--- src/rtl/cmd_frame_parser_pkg.sv ---
// cmd_frame_parser_pkg: shared types and constants for the command frame parser.
//   parser_state_e - frame assembly FSM states
//   frame_t        - latched ADDR/D_HI/D_LO bytes of the frame in progress
//   frame_chk()    - expected checksum of a latched frame
//   addr_known()   - true for the two writable set-point addresses
package cmd_frame_parser_pkg;

  typedef enum logic [2:0] {
    ST_IDLE = 3'd0,
    ST_ADDR = 3'd1,
    ST_DHI  = 3'd2,
    ST_DLO  = 3'd3,
    ST_CHK  = 3'd4
  } parser_state_e;

  localparam logic [7:0]  SYNC_BYTE        = 8'hA5;
  localparam logic [7:0]  ADDR_S1          = 8'h01;
  localparam logic [7:0]  ADDR_S2          = 8'h02;
  localparam logic [15:0] STOR_MAX_VAL_DEF = 16'd4000;

  typedef struct packed {
    logic [7:0] addr;
    logic [7:0] d_hi;
    logic [7:0] d_lo;
  } frame_t;

  // Checksum a sender must place in the CHK byte
  function automatic logic [7:0] frame_chk(input frame_t f);
    return f.addr ^ f.d_hi ^ f.d_lo;
  endfunction

  function automatic logic addr_known(input logic [7:0] a);
    return (a == ADDR_S1) || (a == ADDR_S2);
  endfunction

endpackage

--- src/rtl/cmd_frame_parser_byte_timeout.sv ---
// byte_timeout: inter-byte gap watchdog for the frame parser.
//   clk, rst_n - clock, asynchronous active-low reset (counter resets to TMO)
//   reload     - reload counter to TMO (a byte arrived)
//   run        - count down while a frame is in progress
//   expired    - registered flag, high while the counter sits at zero during a run
//                with no reload pending; the consumer gives a same-cycle byte priority
module byte_timeout #(
  parameter int unsigned CLK_MHZ    = 100,
  parameter int unsigned TIMEOUT_US = 200
) (
  input  logic clk,
  input  logic rst_n,
  input  logic reload,
  input  logic run,
  output logic expired
);

  localparam int unsigned TMO   = CLK_MHZ * TIMEOUT_US - 1;
  localparam int unsigned CNT_W = (TMO > 0) ? $clog2(TMO + 1) : 1;

  logic [CNT_W-1:0] cnt_q, cnt_d;
  logic             expired_q, expired_d;

  // Reload wins over countdown; counter saturates at zero
  always_comb begin
    cnt_d = cnt_q;
    if (reload) begin
      cnt_d = CNT_W'(TMO);
    end else if (run && (cnt_q != '0)) begin
      cnt_d = cnt_q - CNT_W'(1);
    end
    expired_d = run && !reload && (cnt_d == '0);
  end

  always_ff @(posedge clk or negedge rst_n) begin
    if (!rst_n) begin
      cnt_q     <= CNT_W'(TMO);
      expired_q <= 1'b0;
    end else begin
      cnt_q     <= cnt_d;
      expired_q <= expired_d;
    end
  end

  assign expired = expired_q;

endmodule

--- src/rtl/cmd_frame_parser.sv ---
// cmd_frame_parser: assembles 5-byte command frames (A5, ADDR, D_HI, D_LO, CHK)
// from the UART receive stage and writes the set-point registers.
//   clk, rst_n           - clock, asynchronous active-low reset
//   rx_data, rx_valid    - received byte and its 1-cycle strobe
//   storage_1, storage_2 - set-points (pulse width, period)
//   upd                  - 1-cycle pulse after a good frame wrote a set-point
//   frame_err            - 1-cycle pulse after a rejected frame (checksum, address, timeout)
//   busy                 - high while a frame is in progress
// Build option: define CMD_PARSER_CLAMP_EN to saturate written values at STOR_MAX_VAL.
module cmd_frame_parser
  import cmd_frame_parser_pkg::*;
#(
  parameter int unsigned CLK_MHZ    = 100,
  parameter int unsigned TIMEOUT_US = 200,
  parameter int unsigned STOR_W     = 16
`ifdef CMD_PARSER_CLAMP_EN
  ,
  parameter logic [STOR_W-1:0] STOR_MAX_VAL = STOR_W'(STOR_MAX_VAL_DEF)
`endif
) (
  input  logic              clk,
  input  logic              rst_n,
  input  logic [7:0]        rx_data,
  input  logic              rx_valid,
  output logic [STOR_W-1:0] storage_1,
  output logic [STOR_W-1:0] storage_2,
  output logic              upd,
  output logic              frame_err,
  output logic              busy
);

  parser_state_e     state_q, state_d;
  frame_t            frame_q, frame_d;
  logic [STOR_W-1:0] stor1_q, stor1_d;
  logic [STOR_W-1:0] stor2_q, stor2_d;
  logic              upd_q, upd_d;
  logic              err_q, err_d;
  logic              busy_q, busy_d;

  logic              run_c;
  logic              tmo_expired;
  logic              frame_ok_c;
  logic [STOR_W-1:0] val_raw_c;
  logic [STOR_W-1:0] val_wr_c;

  assign run_c = (state_q != ST_IDLE);

  // Every received byte restarts the gap timer, including the sync byte
  byte_timeout #(
    .CLK_MHZ   (CLK_MHZ),
    .TIMEOUT_US(TIMEOUT_US)
  ) u_byte_timeout (
    .clk    (clk),
    .rst_n  (rst_n),
    .reload (rx_valid),
    .run    (run_c),
    .expired(tmo_expired)
  );

  // Value from the latched data bytes; narrower set-points keep the LSBs
  assign val_raw_c  = STOR_W'({frame_q.d_hi, frame_q.d_lo});
  assign frame_ok_c = (rx_data == frame_chk(frame_q)) && addr_known(frame_q.addr);

`ifdef CMD_PARSER_CLAMP_EN
  assign val_wr_c = (val_raw_c > STOR_MAX_VAL) ? STOR_MAX_VAL : val_raw_c;
`else
  assign val_wr_c = val_raw_c;
`endif

  // Frame FSM: advances only on received bytes; a byte beats a same-cycle timeout
  always_comb begin
    state_d = state_q;
    frame_d = frame_q;
    stor1_d = stor1_q;
    stor2_d = stor2_q;
    upd_d   = 1'b0;
    err_d   = 1'b0;

    if (rx_valid) begin
      case (state_q)
        ST_IDLE: begin
          if (rx_data == SYNC_BYTE) begin
            state_d = ST_ADDR;
          end
        end
        ST_ADDR: begin
          frame_d.addr = rx_data;
          state_d      = ST_DHI;
        end
        ST_DHI: begin
          frame_d.d_hi = rx_data;
          state_d      = ST_DLO;
        end
        ST_DLO: begin
          frame_d.d_lo = rx_data;
          state_d      = ST_CHK;
        end
        ST_CHK: begin
          state_d = ST_IDLE;
          if (frame_ok_c) begin
            if (frame_q.addr == ADDR_S1) begin
              stor1_d = val_wr_c;
            end else begin
              stor2_d = val_wr_c;
            end
            upd_d = 1'b1;
          end else begin
            err_d = 1'b1;
          end
        end
        default: begin
          state_d = ST_IDLE;
        end
      endcase
    end else if (run_c && tmo_expired) begin
      state_d = ST_IDLE;
      err_d   = 1'b1;
    end

    busy_d = (state_d != ST_IDLE);
  end

  always_ff @(posedge clk or negedge rst_n) begin
    if (!rst_n) begin
      state_q <= ST_IDLE;
      frame_q <= '0;
      stor1_q <= '0;
      stor2_q <= '0;
      upd_q   <= 1'b0;
      err_q   <= 1'b0;
      busy_q  <= 1'b0;
    end else begin
      state_q <= state_d;
      frame_q <= frame_d;
      stor1_q <= stor1_d;
      stor2_q <= stor2_d;
      upd_q   <= upd_d;
      err_q   <= err_d;
      busy_q  <= busy_d;
    end
  end

  assign storage_1 = stor1_q;
  assign storage_2 = stor2_q;
  assign upd       = upd_q;
  assign frame_err = err_q;
  assign busy      = busy_q;

endmodule
--- config.mk ---
export PLATFORM = sky130hd
export DESIGN_NAME = cmd_frame_parser
export DESIGN_NICKNAME = d
export VERILOG_FILES = /design/src/rtl/cmd_frame_parser_pkg.sv /design/src/rtl/cmd_frame_parser_byte_timeout.sv /design/src/rtl/cmd_frame_parser.sv
export SDC_FILE = /design/constraint.sdc
export NUM_CORES = 1
export LEC_CHECK = 0
export CAP_MARGIN = 5
export CORE_UTILIZATION = 45
export DETAILED_ROUTE_END_ITERATION = 10
export GPL_TIMING_DRIVEN = 0
export PLACE_DENSITY_LB_ADDON = 0.12
export REMOVE_ABC_BUFFERS = 1
export SETUP_SLACK_MARGIN = 0.02
export SLEW_MARGIN = 0
export SYNTH_ARGS = -nofsm -noshare
export SYNTH_HDL_FRONTEND = slang
export SYNTH_HIERARCHICAL = 1
export SYNTH_SLANG_ARGS = --single-unit
--- constraint.sdc ---
create_clock -name clk -period 3.1 [get_ports clk]
set_input_delay 0.62 -clock clk [delete_from_list [all_inputs] [get_ports clk]]
set_output_delay 0.62 -clock clk [all_outputs]
set_load 0.03 [all_outputs]
## Word-level counts from Yosys, hierarchy flattened

Index checks and enable logic that the tools add are counted.

| cells by class | value |
|---|---|
| bitwise logic cells | 3 |
| muxes and demuxes | 13 |
| add/subtract/negate cells | 1 |
| reduce and logical (&&, ||, !) cells | 17 |
| equal/unequal tests | 8 |

Operators by type and width:

| operator | number |
|---|---|
| 15-bit 2-to-1 mux | 2 |
| 8-bit XOR | 2 |
| 15-bit logical NOT | 1 |
| 15-bit nonzero test | 1 |
| 15-bit by 1-bit subtractor with 15-bit output, second input constant | 1 |
| 3-bit one-hot mux with 4 select lines | 1 |
| 3-bit 2-to-1 mux | 3 |
| 8-bit by 1-bit == test with 1-bit output, second input constant | 1 |
| 8-bit by 2-bit == test with 1-bit output, second input constant | 1 |
| 8-bit == test | 1 |
| 8-bit == test, second input constant | 1 |
| 4-bit AND reduction | 2 |
| 1-bit 2-to-1 mux | 7 |
| 3-bit by 2-bit == test with 1-bit output, second input constant | 2 |
| 2-bit AND reduction | 3 |
| 3-bit nonzero test | 2 |
| 1-bit logical AND | 5 |
| 3-bit by 1-bit == test with 1-bit output, second input constant | 1 |
| 3-bit == test, second input constant | 1 |
| 3-bit logical NOT | 1 |
| 1-bit logical NOT | 1 |
| 1-bit logical OR | 1 |
| 1-bit inverter | 1 |

| word-level totals | value |
|---|---|
| output and inout bits | 35 |
| word-level logic and storage cells | 53 |
| register bits | 78 |
| bits of input ports | 11 |

## Logic depth before layout (Yosys ltp)

| logic depth | value |
|---|---|
| depth after elaboration | 7 |
| gate-level depth with buffers | 8 |
| depth with buffers taken out | 8 |

## By module

The synthesis kept the hierarchy.

Modules (own cells, without submodules):

| module | instances | cells each | area each (um^2) |
|---|---|---|---|
| cmd_frame_parser | 1 | 189 | 2,801.4 |
| byte_timeout | 1 | 90 | 915.9 |

## Least setup slack after synthesis

No wires, ideal clock.

| timing | value |
|---|---|
| path kind | input -> register |
| from | in rx_data[1] |
| to | reg stor1_q[0] (netlist: storage_1[0]) |
| required time | 2.975 ns |
| setup slack | 0.742 ns |
| cell stages on the path | 7 |
| setup time | 0.125 ns |
| arrival time | 2.233 ns |
| path through | xnor2_1 -> mux2i_1 -> xnor2_1 -> nor4_4 -> nand4_4 -> buf_6 -> mux2_4 |

| on the way | value |
|---|---|
| word-level cells in the longest chain between the ends | 3 |

RTL lines:

| what | line | text |
|---|---|---|
| start: declaration | cmd_frame_parser.sv:23 | `input logic [7:0] rx_data,` |
| 8-bit == test | cmd_frame_parser.sv:62 | `assign frame_ok_c = (rx_data == frame_chk(frame_q)) && addr_known(frame_q.addr);` |
| 1-bit logical AND | cmd_frame_parser.sv:62 |  |
| 4-bit AND reduction (no source line) | n/a |  |
| end signal: assignment | cmd_frame_parser.sv:135 | `stor1_q <= stor1_d;` |
| end: declaration | cmd_frame_parser.sv:34 | `logic [STOR_W-1:0] stor1_q, stor1_d;` |

Every way passes these cells.
A chain may end at the register's enable or synchronous reset.

## Worst setup path in the final report

| timing | value |
|---|---|
| from | in rx_data[1] |
| to | reg stor2_q[14] (netlist: storage_2[14]) |

| on the way | value |
|---|---|
| word-level cells in the longest chain between the ends | 3 |

RTL lines:

| what | line | text |
|---|---|---|
| 8-bit == test | cmd_frame_parser.sv:62 |  |
| 1-bit logical AND | cmd_frame_parser.sv:62 |  |
| 4-bit AND reduction (no source line) | n/a |  |
| end signal: assignment | cmd_frame_parser.sv:136 | `stor2_q <= stor2_d;` |
| end: declaration | cmd_frame_parser.sv:35 | `logic [STOR_W-1:0] stor2_q, stor2_d;` |

Every way passes these cells.

==> summary.md <==
| Metric | Value |
|---|---|
| Area of the mapped netlist | `3720 sq um` |
| Antenna Diode Count | `0` |
| Number of sinks driven by the clock tree | `78` |
| Detailed Place HPWL | `approximately 4700 um` |
| Count of pins over their slew limit | `0` |
| Area share of the leading cell type in the synthesized netlist | `46.4%` |
| Clock transition at the registers of the reported paths | `80 ps` |
| Most frequent cell after synthesis | `dfrtp_1` |
| Total placed instance area | `between 4000 and 5000 sq um` |
| Crit. End Element | `flip-flop` |
| Primary flip-flop cell chosen by synthesis mapping | `dfrtp_1` |
| Area delta synth->final | `21.9%` |
| Overall fraction of global-route tracks in use | `18.0%` |
| Dominant cells by area after synthesis | `dfrtp_1 46%, mux2_2 11%, mux2_4 8.1%, dfstp_2 6.4%, xnor2_1 5.7%` |
| Minimum setup slack in the final design | `206 ps` |
| Final wirelength | `between 6000 and 7000 um` |
| Part of the cycle the worst path needs | `93.3%` |
| Synth warn | `6` |
| Root buf cell | `clkbuf_8` |
| Die area | `8630 sq um` |
| Fraction of the yosys area taken by sequential cells | `between 50% and 60%` |
| EDFF count, synth | `0` |
| Vias per cell | `5.33` |
| Most frequent cells after synthesis | `69 x dfrtp_1, 36 x mux2_2, 24 x xnor2_1, 20 x mux2_4, 17 x nor2_1` |
| Post-route DRC violation count | `0` |
| Number of ports placed on the die boundary | `46` |
| Leakage power | `approximately 2 nW` |
| Clock buffers created by TritonCTS | `9` |
| Largest net degree at the start of global routing | `51` |
| H-tree levels | `3` |
| Buffer levels on the longest clock path | `2` |
| Slew margin rel. | `between 40% and 50%` |
| Layout Cell Area excl Fill | `4530 sq um` |
| Mean routed wirelength per cell | `15.9 um` |
| Post-detailed-route count of antenna-violating nets | `0` |
| Tightest Hold Check Type | `in2async` |
| Number of iterations in the first detailed-routing pass | `4` |
| Arrival time reported for the critical path endpoint | `3110 ps` |
| Core box area | `7850 sq um` |
| Clock Skew | `7.31 ps` |
| Type of origin of the critical path | `primary input` |
| Unrepaired setup endpoints after global routing | `no` |
| Pwr/cell area | `723 nW/um^2` |
| Setup Viol. Count Final | `0` |
| Shortest clock period the worst path allows after layout | `just under 3000 ps` |
| Worst slack after detailed placement | `-152 ps` |
| Floorplan row count | `32` |
| Via count of the first global-routing pass | `~2,300` |
| WHS | `just over 200 ps` |
| Transition time of the tightest slew-check pin | `838 ps` |
| Number of antenna violations at the first check in global routing | `0` |
| Distinct cells, synth | `50` |
| Number of register bits inferred by synthesis | `78` |
| Final-report hold violation count | `0` |
| Library cell occupying the most area in the post-synthesis netlist | `dfrtp_1` |
| Synthesized instance count | `279` |
| Routability-driven placement congestion ratio | `0.841` |
| Data required time at the worst endpoint | `3320 ps` |
| Count of buffers inserted at the top-level ports | `45` |
| Initial detailed-routing violation count | `99` |
| Worst voltage drop across the vdd grid | `around 0.31 mV` |
| Y dimension of the die | `between 90 and 100 um` |
| Die width | `92.9 um` |
| Starting density of the core | `approximately 47%` |
| Via count | `between 2,000 and 2,500` |
| Share of flip-flops with an asynchronous set or reset after synthesis | `100%` |
| Highest clock frequency the design can meet | `0.346 GHz` |
| Outcome | `finished clean` |
| Critical setup path kind | `in2reg` |
| Share of cells above drive strength 1 | `28.1%` |
| Clock tree from TritonCTS | `done` |
| Count of fill cells added during filler insertion | `approximately 680` |
| Max Cap Viol | `0` |
| Residual overflow from global routing | `0` |
| First-pass GRT wire length | `between 10,000 and 15,000 um` |
| Number of nets at the end of the flow | `341` |
| Mean cell area of the mapped netlist | `13.3 sq um` |
| CP max FO | `16` |
| Clock Latency Late Sink | `340 ps` |
-- worst paths after layout --
check / start / end / slack (ps) / cells past startpoint
hold / removal: rst_n / storage_2[9] / 210 / 1
hold reg to reg: storage_2[2] / storage_2[2] / 500 / 1
setup / recovery: rx_data[1] / storage_2[14] / 210 / 7
min in group clk: storage_2[2] / storage_2[2] / 500 / 1
setup reg to reg: u_byte_timeout/cnt_q[13] / u_byte_timeout/expired / 330 / 6
max in group asynchronous: rst_n / u_byte_timeout/cnt_q[14] / 2270 / 2
-- metal layers --
| metal | track usage (%) | vias to the layer above | wire length (um) |
|---|---|---|---|
| li1 | - | 1105 | - |
| met1 | 26.0 | 1174 | 3500 |
| met2 | 26.1 | 40 | 3090 |
| met3 | 3.28 | 7 | 243 |
| met4 | 7.95 | 0 | 86 |
| met5 | 0 | - | 0 |
-- cells by family (layout without fill, tap and decap cells) --
kind of cell / after synthesis / after routing / share of synthesized area [%]
adders and majority gates: 1 / 1 / 0.337
xor gates and xnor gates: 31 / 31 / 7.30
and+or+nand+nor: 82 / 82 / 14.8
DFF: 78 / 78 / 52.8
muxes: 58 / 58 / 19.5
AOI/OAI and AO/OA: 20 / 20 / 3.94
buffers and inverters: 9 / 64 / 1.31
-- where the power goes --
part | internal, mW | switching (mW) | leakage (nW) | total [mW]
registers | 1.22 | 0.234 | 1.01 | 1.45
logic | 0.472 | 0.416 | 0.849 | 0.888
clock network | 0.581 | 0.356 | 0.124 | 0.937
-- flip-flops by register name (all words and copies together) (netlist names) --
signal	cells
frame_q	24
storage_1	16
storage_2	16
u_byte_timeout/cnt_q	15
state_q	3
busy	1
frame_err	1
u_byte_timeout/expired	1
upd	1
-- worst max-delay path, stage by stage --
cell and delay, ps:
clkdlybuf4s50_1 520, xnor2_1 240, mux2i_1 230, xnor2_1 140
nor4_4 470, nand4_4 430, mux2_4 440
-- final cells by class --
cell class	instances	area [sq um]	share of cell area, %
Sequential cell	78	1960	43.3
Multi-Input combinational cell	192	1710	37.7
Timing Repair Buffer	46	475	10.5
Clock buffer	13	159	3.51
Tap cell	102	128	2.82
Clock inverter	3	90.1	1.99
Inverter	2	7.51	0.166
-- cell usage in the layout, fill, tap and decap left out, drive strengths merged, types with 7 or more instances in the layout --
cell	synthesis	final
dfstp	9	9
nor3	10	10
xnor2	24	24
mux2	56	56
clkdlybuf4s50	0	44
clkbuf	5	13
dfrtp	69	69
nand2	8	8
xor2	7	7
nor2	17	17
-- stage by stage --
| step | power, mW | cells | TNS (ps) | utilization, % |
|---|---|---|---|---|
| 2_1_floorplan | 2.14 | 272 | 0 | - |
| 3_3_place_gp | 2.34 | 419 | -106290 | 54.2 |
| 3_5_place_dp | 2.37 | 420 | -5060 | 54.5 |
| 4_1_cts | 3.32 | 436 | 0 | 57.7 |
| 5_1_grt | 3.48 | 436 | 0 | 57.7 |
| 6_report | 3.28 | 436 | 0 | 57.7 |
-- what timing repair did --
action,CTS,global route
setup endpoints to repair,0,5
gates resized for setup,0,1
hold buffers,0,0
buffers inserted,0,0
Power figures use the tool's default switching activity.
